===== config.mk =====
export PLATFORM = sky130hd
export DESIGN_NAME = hier_leaf_stage
export DESIGN_NICKNAME = d
export VERILOG_FILES = /design/src/rtl/hier_stage_pkg.sv /design/src/rtl/hier_leaf_fifo.sv /design/src/rtl/hier_leaf_stage.sv
export SDC_FILE = /design/constraint.sdc
export NUM_CORES = 1
export LEC_CHECK = 0
export ABC_CLOCK_PERIOD_IN_PS = 3200
export BUFFER_PORTS_ARGS = -buffer_cell sky130_fd_sc_hd__buf_2
export CORE_MARGIN = 5
export CORE_UTILIZATION = 45
export CTS_CLUSTER_SIZE = 28
export DETAILED_ROUTE_END_ITERATION = 8
export PLACE_DENSITY = 0.66
export SLEW_MARGIN = 20
export SYNTH_ARGS = -nofsm -noshare
export SYNTH_HDL_FRONTEND = slang
export SYNTH_SLANG_ARGS = --single-unit

===== constraint.sdc =====
create_clock -name clk -period 3.2 [get_ports clk]
set_clock_uncertainty 0.05 [all_clocks]
set_input_delay 0.64 -clock clk [delete_from_list [all_inputs] [get_ports clk]]
set_output_delay 0.64 -clock clk [all_outputs]
set_load 0.02 [all_outputs]

===== src/rtl/hier_stage_pkg.sv =====
// ---------------------------------------------------------------------------
// hier_stage_pkg
//   Shared types and constants for the hierarchy leaf stages.
//   - leaf_state_e : intake controller states (IDLE / RUN / DRAIN)
//   - SLOT_ID_W    : width of the slot field in the output tag
//   - NUM_SLOTS    : number of root child slots (0..NUM_SLOTS-1)
//   - leaf_tag_t   : {slot, seq} tag layout for the default 8-bit sequence
//   - slot_tag()   : converts an integer slot index into the tag slot field
// ---------------------------------------------------------------------------
package hier_stage_pkg;

    typedef enum logic [1:0] {
        IDLE  = 2'd0,
        RUN   = 2'd1,
        DRAIN = 2'd2
    } leaf_state_e;

    localparam int SLOT_ID_W = 3;
    localparam int NUM_SLOTS = 5;
    localparam int TAG_SEQ_W = 8;

    typedef struct packed {
        logic [SLOT_ID_W-1:0] slot;
        logic [TAG_SEQ_W-1:0] seq;
    } leaf_tag_t;

    function automatic logic [SLOT_ID_W-1:0] slot_tag(input int id);
        return id[SLOT_ID_W-1:0];
    endfunction

endpackage


===== src/rtl/hier_leaf_fifo.sv =====
// ---------------------------------------------------------------------------
// hier_leaf_fifo
//   Synchronous FIFO used as the intake buffer of a leaf stage.
//   Head entry is presented combinationally on rdata.
// Ports
//   clk    in   clock, rising edge
//   rst    in   synchronous active-high reset (pointers and count only)
//   push   in   write wdata (ignored when full)
//   pop    in   drop head entry (ignored when empty)
//   wdata  in   DATA_W write word
//   rdata  out  DATA_W head word (undefined content when empty)
//   full   out  count == DEPTH
//   empty  out  count == 0
//   count  out  occupancy, $clog2(DEPTH)+1 bits
// ---------------------------------------------------------------------------
module hier_leaf_fifo #(
    parameter int DATA_W = 16,
    parameter int DEPTH  = 4
) (
    input  logic                      clk,
    input  logic                      rst,
    input  logic                      push,
    input  logic                      pop,
    input  logic [DATA_W-1:0]         wdata,
    output logic [DATA_W-1:0]         rdata,
    output logic                      full,
    output logic                      empty,
    output logic [$clog2(DEPTH):0]    count
);

    localparam int AW = $clog2(DEPTH);

    logic [DATA_W-1:0] r_mem [DEPTH];
    logic [AW-1:0]     r_wr_ptr;
    logic [AW-1:0]     r_rd_ptr;
    logic [AW:0]       r_count;
    logic              w_do_push;
    logic              w_do_pop;

    assign full      = (r_count == (AW+1)'(DEPTH));
    assign empty     = (r_count == '0);
    assign count     = r_count;
    assign rdata     = r_mem[r_rd_ptr];
    assign w_do_push = push && !full;
    assign w_do_pop  = pop && !empty;

    always_ff @(posedge clk) begin
        if (rst) begin
            r_wr_ptr <= '0;
            r_rd_ptr <= '0;
            r_count  <= '0;
        end else begin
            if (w_do_push) r_wr_ptr <= r_wr_ptr + AW'(1);
            if (w_do_pop)  r_rd_ptr <= r_rd_ptr + AW'(1);
            if (w_do_push && !w_do_pop)      r_count <= r_count + (AW+1)'(1);
            else if (w_do_pop && !w_do_push) r_count <= r_count - (AW+1)'(1);
        end
    end

    // Storage is not reset: an entry is only ever read after it was written.
    always_ff @(posedge clk) begin
        if (w_do_push) r_mem[r_wr_ptr] <= wdata;
    end

endmodule


===== src/rtl/hier_leaf_stage.sv =====
// ---------------------------------------------------------------------------
// hier_leaf_stage
//   Leaf worker under a hierarchy root: buffers parent words in a FIFO and
//   emits them tagged {slot, seq, payload}. A 3-state controller gates intake
//   so the slot can be quiesced without losing buffered words.
// Optional feature macro: HIER_LEAF_PARITY_EN adds out_par (XOR of payload).
// Ports
//   clk        in   clock, rising edge
//   rst        in   synchronous active-high reset
//   en         in   slot enable from parent
//   in_valid   in   upstream word valid
//   in_data    in   DATA_W upstream word
//   in_ready   out  stage can accept (RUN and FIFO not full)
//   out_valid  out  tagged word valid (FIFO not empty)
//   out_data   out  {SLOT_ID[2:0], seq, payload}, zero when not valid
//   out_ready  in   downstream accepts
//   level      out  FIFO occupancy
//   busy       out  controller not IDLE
//   out_par    out  (HIER_LEAF_PARITY_EN only) even parity of payload
// ---------------------------------------------------------------------------
module hier_leaf_stage
    import hier_stage_pkg::*;
#(
    parameter int DATA_W  = 16,
    parameter int DEPTH   = 4,
    parameter int SEQ_W   = 8,
    parameter int SLOT_ID = 0
) (
    input  logic                            clk,
    input  logic                            rst,
    input  logic                            en,
    input  logic                            in_valid,
    input  logic [DATA_W-1:0]               in_data,
    output logic                            in_ready,
    output logic                            out_valid,
    output logic [SLOT_ID_W+SEQ_W+DATA_W-1:0] out_data,
    input  logic                            out_ready,
    output logic [$clog2(DEPTH):0]          level,
    output logic                            busy
`ifdef HIER_LEAF_PARITY_EN
    ,
    output logic                            out_par
`endif
);

    localparam int                   LVL_W    = $clog2(DEPTH) + 1;
    localparam logic [SLOT_ID_W-1:0] SLOT_TAG = slot_tag(SLOT_ID);

    leaf_state_e       r_state;
    leaf_state_e       w_state_nxt;
    logic [SEQ_W-1:0]  r_seq;
    logic [DATA_W-1:0] w_head;
    logic              w_full;
    logic              w_empty;
    logic [LVL_W-1:0]  w_count;
    logic              w_push;
    logic              w_pop;

    assign in_ready  = (r_state == RUN) && !w_full;
    assign out_valid = !w_empty;
    assign w_push    = in_valid && in_ready;
    assign w_pop     = out_valid && out_ready;
    assign level     = w_count;
    assign busy      = (r_state != IDLE);

    // The tag carries the sequence value before this word's pop increments it.
    assign out_data  = out_valid ? {SLOT_TAG, r_seq, w_head} : '0;

`ifdef HIER_LEAF_PARITY_EN
    assign out_par   = ^out_data[DATA_W-1:0];
`endif

    hier_leaf_fifo #(
        .DATA_W (DATA_W),
        .DEPTH  (DEPTH)
    ) u_fifo (
        .clk   (clk),
        .rst   (rst),
        .push  (w_push),
        .pop   (w_pop),
        .wdata (in_data),
        .rdata (w_head),
        .full  (w_full),
        .empty (w_empty),
        .count (w_count)
    );

    always_ff @(posedge clk) begin
        if (rst) begin
            r_state <= IDLE;
            r_seq   <= '0;
        end else begin
            r_state <= w_state_nxt;
            if (w_pop) r_seq <= r_seq + SEQ_W'(1);
        end
    end

    // DRAIN exits to IDLE once the last buffered word leaves; a re-enable
    // while draining returns straight to RUN.
    always_comb begin
        w_state_nxt = r_state;
        case (r_state)
            IDLE: begin
                if (en) w_state_nxt = RUN;
            end
            RUN: begin
                if (!en) w_state_nxt = (w_count != '0) ? DRAIN : IDLE;
            end
            DRAIN: begin
                if (en)
                    w_state_nxt = RUN;
                else if ((w_count == '0) || ((w_count == LVL_W'(1)) && w_pop))
                    w_state_nxt = IDLE;
            end
            default: w_state_nxt = IDLE;
        endcase
    end

endmodule


* After elaboration in Yosys (flattened, before gate mapping) *
Memories as Yosys holds them, arrays and structs flattened. A register that Yosys moved wholly into a read port is not among the register bits.
Cells that the tools add are included.

word-level totals
  bits in registers = 17
  RAM bits = 64
  output and inout bits = 33
  logic and storage cells = 50
  memories kept = 1

cells by class
  $add $sub $neg = 5
  equality and inequality tests = 7
  multiplexer cells = 13
  reduce and logical (&&, ||, !) cells = 19

memories
  memory        depth  width  rd ports  clocked after Yosys merged registers in  write ports  RTL line              source
  u_fifo.r_mem  4      16     1         1                                        1            hier_leaf_fifo.sv:33  logic [DATA_W-1:0] r_mem [DEPTH];

operators by type and width
  operator             number
  $mux 24              1
  $mux 2               7
  $add 8x1->8 const B  1
  $logic_and 1x1->1    8
  $mux 3               2
  $pmux 2 s3           1
  $add 2x1->2 const B  2
  $logic_not 1->1      4
  $ne 2x2->1 const B   2
  $reduce_bool 2->1    2
  $add 3x1->3 const B  1
  $eq 3x1->1 const B   1
  $eq 3x3->1 const B   1
  $logic_not 3->1      1
  $ne 3x3->1 const B   1
  $reduce_and 3->1     1
  $reduce_bool 3->1    1
  $sub 3x1->3 const B  1
  $eq 2x1->1 const B   1
  $eq 2x2->1 const B   1
  $logic_not 2->1      1
  $mux 1               2
  $logic_or 1x1->1     1

* Logic depth before layout (Yosys ltp) *
  depth after elaboration = 9
  depth in mapped cells = 11
  gate-level depth less buffers = 9

* Cells and area by module *
Synthesis repeated with hierarchy kept, for this count alone.

second synthesis, totals
  cells, all modules = 217
  area, all modules = 3463.3 um2

by module, submodules not included
  module           times used  cells each  area each (um2)
  hier_leaf_fifo   1           132         2793.9
  hier_leaf_stage  1           85          669.4

* Worst setup path before layout *
No wires, ideal clock.

  kind = register -> register
  start = reg u_fifo.r_count[0] (netlist: u_fifo.count[0])
  end = reg u_fifo.r_count[2] (netlist: u_fifo.count[2])
  library setup time = 0.070 ns
  data arrival time = 2.477 ns
  setup slack = 0.603 ns
  cell stages (with the launch flop) = 11
  path buffers = 2
  clock period less this slack = 2.597 ns
  cells stage by stage = dfxtp_1 > inv_1 > ha_1 > nor2b_1 > buf_6 > inv_1 > clkbuf_1 > nand2_1 > ha_1 > or3_1 > a21oi_1

RTL lines
  item                                         RTL line               source
  start, declared                              hier_leaf_fifo.sv:36   logic [AW:0] r_count;
  start signal, assigned                       hier_leaf_fifo.sv:55   if (w_do_push && !w_do_pop) r_count <= r_count + (AW+1)'(1);
  start signal, assigned                       hier_leaf_fifo.sv:56   else if (w_do_pop && !w_do_push) r_count <= r_count - (AW+1)'(1);
  $logic_not 3->1 *                            hier_leaf_fifo.sv:41   assign empty = (r_count == '0);
  $logic_not 1->1 *                            hier_leaf_stage.sv:60  assign out_valid = !w_empty;
  net out_valid                                hier_leaf_stage.sv:35  output logic out_valid,
  $logic_and 1x1->1                            hier_leaf_stage.sv:62  assign w_pop = out_valid && out_ready;
  $logic_and 1x1->1 *                          hier_leaf_fifo.sv:45   assign w_do_pop = pop && !empty;
  $logic_not 1->1                              hier_leaf_fifo.sv:55
  $logic_and 1x1->1                            hier_leaf_fifo.sv:55
  $mux 3 or $reduce_bool 2->1 (tied branches)  -

The timed path passes the listed nets; every way through them passes the cells marked *. The select of a mux whose other input is x is not followed.
A chain may end at the register's enable or synchronous reset.

* Worst setup path after layout *
  start = reg u_fifo.r_count[0] (netlist: u_fifo.count[0])
  end = out out_data[2]

between the ends
  cells in the longest elaborated chain, start to end = 2

RTL lines
  item             RTL line               source
  $logic_not 3->1  hier_leaf_fifo.sv:41
  $mux 24          hier_leaf_stage.sv:67  assign out_data = out_valid ? {SLOT_TAG, r_seq, w_head} : '0;
  end, declared    hier_leaf_stage.sv:36  output logic [SLOT_ID_W+SEQ_W+DATA_W-1:0] out_data,

No other way between the ends.

==> summary.txt <==
Final layout
  – Design area: 4094 um^2
  – Area delta synth->final: 16.44%
  – Final std cells w/o fill: just under 400
  – # diodes: 0
  – Final Net Count: 318
  – Share of layout cells above drive strength 1: 32.19%

Clocking
  – Setup Buffers After CTS: 0
  – Max Root-Sink Buffers: 2
  – Clk Latency, worst-skew pair: about 350 ps
  – Clk sinks: 83
  – H-tree depth: 3
  – Worst-path clk slew: 80 ps
  – CTS Buf Count: 9
  – Post-CTS sizing: 0
  – Hold-fix buffers at CTS: 0
  – Root Buffer: clkbuf_8
  – TritonCTS clock tree: yes

Synthesis
  – Yosys reg bits: 83
  – Syn_area_per_cell: 15.35 um^2
  – Synth unique cells: 34
  – Ys Warns: 0
  – Post-synth EDFFs: 64
  – Mapped Cells: 229
  – Dominant synthesized flop cell: edfxtp_1
  – Mapped Area: about 3500 um^2
  – Sequential area share after synthesis: 65.48%
  – Async set-reset flop share out of synthesis: 0%

Power
  – Worst IR Drop VDD: 0.3129 mV
  – Logic pwr share: approximately a third
  – Clk pwr share: between 20% and 30%
  – Sequential share of power: 40.7%
  – Pwr Total: 0.003111 W
  – Pwr per Cell Area: roughly 760 nW/um^2
  – Switch share: 33.23%
  – Leakage Power: 1.498 nW
  – Psw: 0.001034 W
  – Cell internal pwr: 0.002078 W

Detailed routing
  – DR WL/cell: 15.22 um
  – Vias: 1979
  – Post-route ant nets: 0
  – Routed wire length: 5997 um
  – Initial drt markers: 80
  – Drt pass-1 iters: 5
  – Avg Vias per Cell: 5.023
  – Remaining DRCs: 0

Place
  – Pre-CTS setup slack: 826.5 ps
  – Inst Count DP: between 300 and 400
  – IO buf count: 50
  – Final HPWL from detailed placement: approximately 3900 um
  – Placed cell area: just under 4000 um^2
  – GP Congestion: 0.7529

Timing
  – Final Hold Vio Count: 0
  – RSZ-0062 raised after global routing: no
  – Final Cycle Share: 84.72%
  – Setup TNS: 0 ps
  – Final setup margin: 489.0 ps
  – Peak Freq: 0.3689 GHz
  – Clock period minus worst slack: between 2000 and 3000 ps
  – Relative slew slack: roughly two thirds
  – Final setup fails: 0
  – Max Slew Vio Count: 0
  – Worst-Margin Slew: 506.1 ps

Status
  – Status: completed

Die
  – Chip width: between 90 and 100 um
  – DIE AREA: 9681 um^2
  – Io pins: 54
  – Initial core utilization: 45.74%
  – FP Rows: 32
  – Die height: about 98 um
  – Core ar.: 7687 um^2

Worst setup path
  – Nature of the critical path startpoint: flip-flop
  – RR Endpoint: u_fifo.count[2]$_SDFFE_PP0P_
  – Crit path top cell by count: inv_1
  – Worst Setup SP: u_fifo.count[0]$_SDFFE_PP0P_
  – Critical Path, Cell by Cell: inv_1, ha_1, nor2b_1, inv_1, buf_4, and2_1, buf_2
  – CP max stage delay: 410 ps
  – Worst path required time: 2510 ps
  – Crit Path Category: flip-flop to primary output
  – CP Max Fanout: 12
  – Cell at the slowest stage of the critical path: dfxtp_1
  – CP endpoint: out_data[2]
  – R2r setup slk: 890 ps
  – Worst R2R Start: u_fifo.count[0]$_SDFFE_PP0P_
  – Worst Setup End Kind: primary output
  – Data arrival, critical path: roughly 2000 ps
  – Worst Reg-to-Reg Cells: 7

GRT
  – Total grt overflow: 0
  – Vias in the first global route: ~2000
  – Initial antenna violation count: 0
  – First-pass GRT wire length: 10060 um
  – Total track usage: 13.35%
  – Largest net degree at the start of global routing: 21

Run
  – Maxcap violations: 0

Hold path
  – Worst hold-check path type: input pin to flip-flop
[worst max-delay path, delay by kind of cell, from the launching register on]
kind | cells | cell delay [ps]
adder cells (fa/ha/maj) | 1 | 240
buffers and inverters | 4 | 750
flip-flops | 1 | 410
AND/OR/NAND/NOR | 2 | 280
[cell type report]
type	count	area, um^2
sequential	83	2302
clock buffer	9	123.9
clock inverter	7	97.59
fill	680	3593
timing repair buffer	59	317.8
tap	102	127.6
inverter	10	37.54
multi-input combinational	124	1087
[logic make-up (layout without fill, tap and decap cells)]
logic type | after synthesis | count (layout) | synth area share (%)
other cells | 1 | 3 | 0.1067
xor+xnor | 2 | 2 | 0.4983
flops | 83 | 83 | 65.48
compound gates | 25 | 25 | 4.235
mux | 20 | 20 | 11.46
fa+ha+maj | 10 | 10 | 3.559
simple gates | 64 | 64 | 10.85
buf+inv | 24 | 85 | 3.808
[sequential cells by signal (all words and copies together) (netlist names), named ones only]
signal           count
r_seq                8
r_state              2
u_fifo.count         3
u_fifo.r_mem        64
u_fifo.r_rd_ptr      2
u_fifo.r_wr_ptr      2
[synth_stat cells, types with 5 or more instances]
master,count,area share (%)
nand2_1,5,0.53
clkbuf_1,5,0.53
mux4_2,16,10
edfxtp_1,64,55
a21oi_1,12,1.7
and2_1,29,5.2
inv_1,9,0.96
dfxtp_1,19,11
nor2_1,5,0.53
ha_1,10,3.6
or4_1,5,1.1
o31ai_1,7,1.5
[layout by cell type (no fill, tap or decap), types with 7 or more instances in the layout]
cell type / instances
and2_1: 29
ha_1: 10
edfxtp_1: 64
buf_2: 50
buf_4: 9
o31ai_1: 7
dfxtp_1: 19
inv_1: 9
clkbuf_8: 9
mux4_2: 16
a21oi_1: 12
[worst min-delay path by stage]
stage                                         start  cells after the start  slack [ps]                               to
finish                                           en                      2         430          r_state[1]$_SDFFE_PP0P_
floorplan           u_fifo.r_rd_ptr[1]$_SDFFE_PP0P_                      2         400                        flip-flop
detailed placement  u_fifo.r_rd_ptr[1]$_SDFFE_PP0P_                      2         430  u_fifo.r_rd_ptr[1]$_SDFFE_PP0P_
global placement    u_fifo.r_rd_ptr[1]$_SDFFE_PP0P_                      2         410  u_fifo.r_rd_ptr[1]$_SDFFE_PP0P_
global route                                     en                      2         410          r_state[1]$_SDFFE_PP0P_
CTS                                              en                      2         410          r_state[1]$_SDFFE_PP0P_
[layer usage]
layer  track usage [%]  wire length, um  vias up
met5                 0                0        -
met4             4.412               84        0
met3             4.429              300        5
met2             21.32             2937       48
met1             17.24             2674      954
li1                  -                -      972
[power by group through the flow]
stage / clock network (W) / registers, W / logic (W)
2_1_floorplan: 0 / 0.00130 / 0.000745
3_3_place_gp: 0 / 0.00129 / 0.00103
3_5_place_dp: 0 / 0.00129 / 0.00104
4_1_cts: 0.000841 / 0.00127 / 0.00104
5_1_grt: 0.000894 / 0.00128 / 0.00113
6_report: 0.000823 / 0.00127 / 0.00102
[through the flow]
stage | hold WS [ps] | util (%)
final | 430.9 | 53.26
after global placement | 414.2 | 50.37
after detailed placement | 434.8 | 50.37
after floorplan | 402.9 | -
after global routing | 405.5 | 53.26
after CTS | 414.7 | 53.26
No activity file was read; power rests on OpenSTA's default activity.
